$ cat src/rtl/out_fifo_pkg.sv
// Shared types and helpers for the buffered output channel.
package out_fifo_pkg;

    typedef enum logic [1:0] {
        S_IDLE = 2'd0,
        S_SEND = 2'd1,
        S_WAIT = 2'd2
    } ser_state_t;

    localparam int unsigned DEF_DATA_W = 32;
    localparam int unsigned DEF_BYTE_W = 8;
    localparam int unsigned DEF_DEPTH  = 16;

    // Number of transmitter bytes making up one core word.
    function automatic int unsigned bytes_per_word(input int unsigned data_w,
                                                   input int unsigned byte_w);
        return data_w / byte_w;
    endfunction

    // Pointer width for a power-of-two FIFO; count needs one extra bit.
    function automatic int unsigned ptr_width(input int unsigned depth);
        return $clog2(depth);
    endfunction

endpackage

$ cat src/rtl/sync_fifo.sv
// Single-clock FIFO: storage, wrapping pointers, occupancy count, registered full.
module sync_fifo
    import out_fifo_pkg::*;
#(
    parameter int unsigned DATA_W = DEF_DATA_W,
    parameter int unsigned DEPTH  = DEF_DEPTH,
    localparam int unsigned PTR_W = ptr_width(DEPTH),
    localparam int unsigned CNT_W = PTR_W + 1
) (
    input  logic              clk,
    input  logic              rstn,
    input  logic              push,
    input  logic [DATA_W-1:0] wdata,
    input  logic              pop,
    output logic [DATA_W-1:0] rdata,
    output logic [CNT_W-1:0]  count,
    output logic              full,
    output logic              empty
);

    logic [DATA_W-1:0] mem [DEPTH];
    logic [PTR_W-1:0]  wptr_q, rptr_q;
    logic [CNT_W-1:0]  count_q, count_d;
    logic              full_q;
    logic              do_push, do_pop;

    // A push into a full FIFO is dropped even if a pop happens on the same edge.
    assign do_push = push && !full_q;
    assign do_pop  = pop && (count_q != '0);

    // Next occupancy: simultaneous push and pop leave the count unchanged.
    always_comb begin
        count_d = count_q;
        if (do_push && !do_pop) begin
            count_d = count_q + CNT_W'(1);
        end else if (!do_push && do_pop) begin
            count_d = count_q - CNT_W'(1);
        end
    end

    // Pointers, count and the registered full flag.
    always_ff @(posedge clk or negedge rstn) begin
        if (!rstn) begin
            wptr_q  <= '0;
            rptr_q  <= '0;
            count_q <= '0;
            full_q  <= 1'b0;
        end else begin
            if (do_push) wptr_q <= wptr_q + PTR_W'(1);
            if (do_pop)  rptr_q <= rptr_q + PTR_W'(1);
            count_q <= count_d;
            full_q  <= (count_d == CNT_W'(DEPTH));
        end
    end

    // Storage array, written on accepted pushes only.
    always_ff @(posedge clk) begin
        if (do_push) mem[wptr_q] <= wdata;
    end

    assign rdata = mem[rptr_q];
    assign count = count_q;
    assign full  = full_q;
    assign empty = (count_q == '0);

endmodule

$ cat src/rtl/out_fifo_serializer.sv
// Buffered word-to-byte output channel: FIFO of core words feeding a byte serializer.
// Optional feature macro: OUT_FIFO_LEVEL_EN adds the `level` occupancy port.
module out_fifo_serializer
    import out_fifo_pkg::*;
#(
    parameter int unsigned DATA_W    = DEF_DATA_W,
    parameter int unsigned BYTE_W    = DEF_BYTE_W,
    parameter int unsigned DEPTH     = DEF_DEPTH,
    parameter int unsigned MSB_FIRST = 1,
    localparam int unsigned NBYTES   = bytes_per_word(DATA_W, BYTE_W),
    localparam int unsigned IDX_W    = (NBYTES > 1) ? $clog2(NBYTES) : 1,
    localparam int unsigned CNT_W    = ptr_width(DEPTH) + 1
) (
    input  logic              clk,
    input  logic              rstn,
    input  logic              out_req,
    input  logic [DATA_W-1:0] out_data,
    output logic              out_busy,
    output logic [BYTE_W-1:0] tx_data,
    output logic              tx_start,
    input  logic              tx_busy,
    output logic              overflow,
`ifdef OUT_FIFO_LEVEL_EN
    output logic [CNT_W-1:0]  level,
`endif
    output logic              idle
);

    localparam logic [IDX_W-1:0] LAST_IDX = IDX_W'(NBYTES - 1);

    logic [DATA_W-1:0] fifo_rdata;
    logic [CNT_W-1:0]  fifo_count;
    logic              fifo_full, fifo_empty, fifo_pop;

    ser_state_t        state_q;
    logic [DATA_W-1:0] shreg_q, shreg_next;
    logic [BYTE_W-1:0] cur_byte;
    logic [IDX_W-1:0]  byte_idx_q;
    logic              guard_q;
    logic [BYTE_W-1:0] tx_data_q;
    logic              tx_start_q;
    logic              overflow_q;

    assign fifo_pop = (state_q == S_IDLE) && !fifo_empty;

    sync_fifo #(
        .DATA_W (DATA_W),
        .DEPTH  (DEPTH)
    ) u_fifo (
        .clk   (clk),
        .rstn  (rstn),
        .push  (out_req),
        .wdata (out_data),
        .pop   (fifo_pop),
        .rdata (fifo_rdata),
        .count (fifo_count),
        .full  (fifo_full),
        .empty (fifo_empty)
    );

    // Current byte sits at the outgoing end of the shift register.
    always_comb begin
        if (MSB_FIRST != 0) begin
            cur_byte   = shreg_q[DATA_W-1 -: BYTE_W];
            shreg_next = shreg_q << BYTE_W;
        end else begin
            cur_byte   = shreg_q[BYTE_W-1:0];
            shreg_next = shreg_q >> BYTE_W;
        end
    end

    // Serializer FSM with registered transmitter outputs.
    always_ff @(posedge clk or negedge rstn) begin
        if (!rstn) begin
            state_q    <= S_IDLE;
            shreg_q    <= '0;
            byte_idx_q <= '0;
            guard_q    <= 1'b0;
            tx_data_q  <= '0;
            tx_start_q <= 1'b0;
        end else begin
            tx_start_q <= 1'b0;
            unique case (state_q)
                S_IDLE: begin
                    if (!fifo_empty) begin
                        shreg_q    <= fifo_rdata;
                        byte_idx_q <= '0;
                        state_q    <= S_SEND;
                    end
                end
                S_SEND: begin
                    if (!tx_busy) begin
                        tx_data_q  <= cur_byte;
                        tx_start_q <= 1'b1;
                        shreg_q    <= shreg_next;
                        guard_q    <= 1'b1;
                        state_q    <= S_WAIT;
                    end
                end
                S_WAIT: begin
                    // First WAIT cycle gives the transmitter time to raise tx_busy.
                    if (guard_q) begin
                        guard_q <= 1'b0;
                    end else if (!tx_busy) begin
                        if (byte_idx_q == LAST_IDX) begin
                            state_q <= S_IDLE;
                        end else begin
                            byte_idx_q <= byte_idx_q + IDX_W'(1);
                            state_q    <= S_SEND;
                        end
                    end
                end
                default: state_q <= S_IDLE;
            endcase
        end
    end

    // Sticky overflow: a push arriving while full is lost.
    always_ff @(posedge clk or negedge rstn) begin
        if (!rstn) begin
            overflow_q <= 1'b0;
        end else if (out_req && fifo_full) begin
            overflow_q <= 1'b1;
        end
    end

    assign out_busy = fifo_full;
    assign tx_data  = tx_data_q;
    assign tx_start = tx_start_q;
    assign overflow = overflow_q;
    assign idle     = (fifo_count == '0) && (state_q == S_IDLE) && !tx_busy;
`ifdef OUT_FIFO_LEVEL_EN
    assign level    = fifo_count;
`endif

endmodule

$ cat config.mk
export PLATFORM = sky130hd
export DESIGN_NAME = out_fifo_serializer
export DESIGN_NICKNAME = d
export VERILOG_FILES = /design/src/rtl/out_fifo_pkg.sv /design/src/rtl/sync_fifo.sv /design/src/rtl/out_fifo_serializer.sv
export SDC_FILE = /design/constraint.sdc
export NUM_CORES = 1
export LEC_CHECK = 0
export BUFFER_PORTS_ARGS = -buffer_cell sky130_fd_sc_hd__buf_4
export CAP_MARGIN = 40
export CORE_MARGIN = 8
export CORE_UTILIZATION = 56
export DETAILED_ROUTE_END_ITERATION = 16
export PLACE_DENSITY = 0.81
export SLEW_MARGIN = 20
export SYNTH_ARGS = -nofsm -noshare
export SYNTH_HDL_FRONTEND = slang
export SYNTH_SLANG_ARGS = --single-unit
$ cat constraint.sdc
create_clock -name clk -period 3.5 [get_ports clk]
set_input_delay 0.7 -clock clk [delete_from_list [all_inputs] [get_ports clk]]
set_output_delay 0.7 -clock clk [all_outputs]
set_load 0.005 [all_outputs]
# After elaboration in Yosys (flattened, before gate mapping)
# Memories as Yosys holds them, arrays and structs flattened.
# Index checks and enable logic that the tools add are counted.
[classes]
muxes = 22
bitwise_logic = 1
addsub = 5
n_eq_ne = 9
reduce_logical = 24
[ops]
columns = ["cell", "n"]
rows = [
  ["$mux 32", 2],
  ["$pmux 32 s2", 1],
  ["$mux 2", 8],
  ["$mux 5", 2],
  ["$ne 2x2->1 const B", 5],
  ["$add 4x1->4 const B", 2],
  ["$logic_and 1x1->1", 8],
  ["$mux 1", 6],
  ["$pmux 2 s3", 1],
  ["$reduce_bool 2->1", 3],
  ["$add 5x1->5 const B", 1],
  ["$eq 5x5->1 const B", 1],
  ["$logic_not 1->1", 5],
  ["$logic_not 5->1", 1],
  ["$reduce_and 5->1", 1],
  ["$reduce_bool 5->1", 1],
  ["$sub 5x1->5 const B", 1],
  ["$eq 2x2->1 const B", 2],
  ["$pmux 2 s2", 1],
  ["$reduce_and 2->1", 2],
  ["$reduce_and 4->1", 1],
  ["$reduce_and 3->1", 1],
  ["$add 2x1->2 const B", 1],
  ["$eq 2x1->1 const B", 1],
  ["3 further kinds", 3],
]
[totals]
ff_bits = 61
memories = 1
mem_bits_rw = 512
word_cells = 73
inputBits = 36
[memory_table]
columns = ["name", "words", "word_bits", "rd", "rd_clocked_by_memory_dff", "write_ports", "line", "text"]
rows = [
  ["u_fifo.mem", 16, 32, 1, 0, 1, "sync_fifo.sv:21", "logic [DATA_W-1:0] mem [DEPTH];"],
]

# Longest topological paths before layout
[logic_depth]
ltp_word = 8
mapped_depth = 8
mapped_depth_nobuf = 7

# By module
# A second synthesis with hierarchy kept.
[hier_totals]
cells_unflattened = 977
area_unflattened_um2 = 22116.2
[modules_own_cells]
columns = ["module", "area_per_inst_um2", "cells_per_inst", "n_inst"]
rows = [
  ["sync_fifo", 20021.7, 800, 1],
  ["out_fifo_serializer", 2094.5, 177, 1],
]

# Least setup slack after synthesis
# No wires, ideal clock.
[synth_timing]
path_type = "input-to-reg"
from = "in out_req"
to = "mem u_fifo.mem[3][0] in the netlist's numbering (enable)"
arrival_ps = 3654
n_path_buf = 1
path_stages = 4
path_slack_ps = -615
cell_sequence = "nor2b_1 -> clkbuf_1 -> nand2_1 -> nor3_1"
[synth_between]
elab_chain_cells = 3
[synth_lines]
columns = ["element", "line", "text"]
rows = [
  ["start, declared", "out_fifo_serializer.sv:16", "input logic out_req,"],
  ["$logic_and 1x1->1", "sync_fifo.sv:28", "assign do_push = push && !full_q;"],
  ["$mux 1", "sync_fifo.sv:58", "if (do_push) mem[wptr_q] <= wdata;"],
  ["$mux 1 (not written as such)", "sync_fifo.sv:58", ""],
  ["end, declared", "sync_fifo.sv:21", ""],
]
# Every way passes these cells.

# Final worst setup path
[layout_timing]
from = "reg u_fifo.count_q[1] (netlist: u_fifo.count[1])"
to = "out idle"
[layout_between]
elab_chain_cells = 3
[layout_lines]
columns = ["element", "line", "text"]
rows = [
  ["start, declared", "sync_fifo.sv:23", "logic [CNT_W-1:0] count_q, count_d;"],
  ["start signal, assigned", "sync_fifo.sv:51", "count_q <= count_d;"],
  ["$logic_not 5->1", "out_fifo_serializer.sv:131", "assign idle = (fifo_count == '0) && (state_q == S_IDLE) && !tx_busy;"],
  ["$logic_and 1x1->1 (2 in series)", "out_fifo_serializer.sv:131", ""],
  ["end, declared", "out_fifo_serializer.sv:26", "output logic idle"],
]
# Every way passes these cells.

==> reports/summary.txt <==
Placed cells - 1585
Setup WS post-layout - 0.5236 ns
Synth Area in XOR/XNOR - 0.4005%
Post-CTS setup buffers - 0
Ranking of synthesized cells by area - edfxtp_1 (70%), mux4_2 (14%), dfrtp_1 (7.0%), a21oi_1 (1.7%), a22oi_1 (1.6%)
Die W - 213.6 um
Leakage power - 8.153 nW
Mux cell area share after synthesis - 14.46%
Area grow syn2layout - 14.46%
Fmax - 336.0 MHz
WL per Instance - 30.18 um
Final weighted congestion in routability-driven placement - 0.8123
Vias in the first global route - 11.76k
Setup crit start - u_fifo.count[1]
Gr usage total - 22.73%
Die area - 45640 sq um
Maxcap violations - 0
Ratio of cells with drive above 1 in the final layout - 29.00%
Mapped Nets - 1080
Row cnt - 72
Total grt overflow - 0
I/O pin total - 48
Synth Instances - 1036
Startpoint Class - flip-flop
Clk_lat worst skew - 0.58 ns
FF-to-FF setup slack - 0.98 ns
Final period util - 85.04%
CP required - 2.80 ns
First-pass GRT wire length - 75.33 mm
Main combinational cell family by area after synthesis - multiplexers
Number of synthesized flops with an enable pin - 512
Top cells by count, synth - edfxtp_1 (512), mux4_2 (136), a21oi_1 (73)
WS Path Type - flip-flop to primary output
Setup Viol. Count Final - 0
Register area share after synthesis - 77.28%
Met2 usage - 38.07%
Number of port buffers - 47
Drt total wl - 50.92 mm
R2R cell count - 8
DR vias/cell - 6.616
Crit end category - primary output
Busiest grt layer - met2
Synth area leader - edfxtp_1
Antenna-violating nets left - 0
Warnings from Yosys - 0
Most frequent cell after synthesis - edfxtp_1
Slew headroom - 46.59%
Final Critical Period - 2.976 ns
Core ar. - 38650 sq um
Clk buf depth - 3
Num CTS Buffers - 54
Final TNS setup - 0 ns
Ys async rst share - 10.65%
Reg2reg end - shreg_q[31]
Compound-gate portion of the synthesized area - 4.039%
Max H-tree Level - 2
Met1 usage - 29.47%
Initial core utilization - 56.59%
Largest net degree at the start of global routing - 62
# diodes - 0
Clock Skews - 0.01492 ns
Worst-Margin Slew - 0.8012 ns
Synth Area in Adders - 0.5492%
Clock sinks - 573
Power density cells - 835.8 nW/um^2
Die Span Y - 213.6 um
Clk pin slew, worst setup/hold paths - 0.06 ns
Hold_buf cts - 0
Post-Synth Simple-Gate Area - 1.905%
Unrepaired setup endpoints after global routing - no
CTS resizes - 0
Area fraction of the dominant cell type after synthesis - 70.30%
Worst r2r src - u_fifo.count[0]
Netlist cell types - 39
Flops & latches, synth - 573
End of the critical path - idle
Synthesized cell area - 21870 sq um
Initial drt markers - 1382
Worst-path maximum fanout - 4
Top_reg_cell synth - edfxtp_1
Synth Area per Inst - 21.11 sq um
Residual DRC - 0
Hold Vio Cnt, Final - 0
Fin cells - 1687
Worst VDD drop - 481.1 uV
Post-DP HPWL - 27.38 mm
Status - finished clean
Final net count - 1168
Min-Delay Path Class - input pin to async pin
Routed via count - 11.16k
Slew Limit Fails - 0
Worst slack, placed - 0.8985 ns
Initial antenna violation count - 0
DRT Pass-1 Iters - 5
GRT met3 Usage - 3.888%
CTS root buffer - clkbuf_16
Critical path arrival - 2.28 ns
CTS tree - done
[layout make-up]
class                   instances  area [sq um]
clock inverters                28         275.3
multi-input cells             394          4821
clock buffers                  73          1486
repair buffers                 94         868.3
well taps                     518         648.1
flip-flops and latches        573         16910
inverters                       7         26.28
fillers                      2380         13610
[per-stage QoR]
step / instance area (sq um) / hold WS (ns) / util, % / total power, W
final: 25030 / 0.06728 / 64.78 / 0.02092
after global placement: 23250 / 0.4423 / 60.17 / 0.01482
after floorplan: 21890 / 0.4044 / - / 0.01306
after global routing: 25030 / 0.08458 / 64.78 / 0.02169
after CTS: 25010 / 0.2475 / 64.72 / 0.02099
after detailed placement: 23250 / 0.4541 / 60.17 / 0.01508
[state kept, by name (all words and copies together), names as in the netlist]
signal / count
u_fifo.wptr_q: 4
u_fifo.count: 5
u_fifo.rptr_q: 4
overflow: 1
tx_data: 8
u_fifo.full: 1
shreg_q: 32
guard_q: 1
u_fifo.mem: 512
state_q: 2
tx_start: 1
byte_idx_q: 2
[where the power goes]
part           switching, W  internal [W]  total [W]
combinational       0.00330       0.00269    0.00599
clock               0.00245       0.00335    0.00580
sequential         0.000696       0.00844    0.00913
total               0.00645        0.0145     0.0209
[placed cells by master (no fill, tap or decap), drive strengths merged, types with 4 or more instances in the layout]
cell type and count:
clkinvlp 5, dfrtp 61, clkinv 17, a22o 8, xnor2 8, ha 8
nand2 13, nor3 7, nand4 4, clkbuf 73, nor2 42, a21oi 73
buf 94, bufinv 5, a22oi 48, mux4 136, edfxtp 512, nor2b 5
inv 8, nand2b 4, o21ai 8, mux2 8
[how the worst min path moves through the flow]
stage,startpoint,to
6_report,rstn,shreg_q[23]
5_1_grt,rstn,shreg_q[23]
4_1_cts,rstn,shreg_q[6]
3_3_place_gp,overflow,overflow
3_5_place_dp,overflow,overflow
2_1_floorplan,rstn,byte_idx_q[0]
[routing by layer]
layer	wire length [um]	vias to the layer above
met2	25870	697
met1	18280	5838
met5	0	-
met4	2245	0
li1	-	4479
met3	4526	148
[worst max-delay path, cell delays in order (launching register included)]
cell     delay [ns]
dfrtp_1        0.41
inv_1          0.11
ha_1           0.22
or4b_1         0.56
nor4_1         0.24
buf_4          0.17
[cells by family (layout without fill, tap and decap cells)]
| family | count (synthesis) | count (layout) |
|---|---|---|
| buf+inv | 69 | 202 |
| flops | 573 | 573 |
| compound gates | 143 | 143 |
| mux | 145 | 145 |
| simple gates | 86 | 86 |
| xor+xnor | 10 | 10 |
| fa+ha+maj | 10 | 10 |
Power figures use the tool's default switching activity.
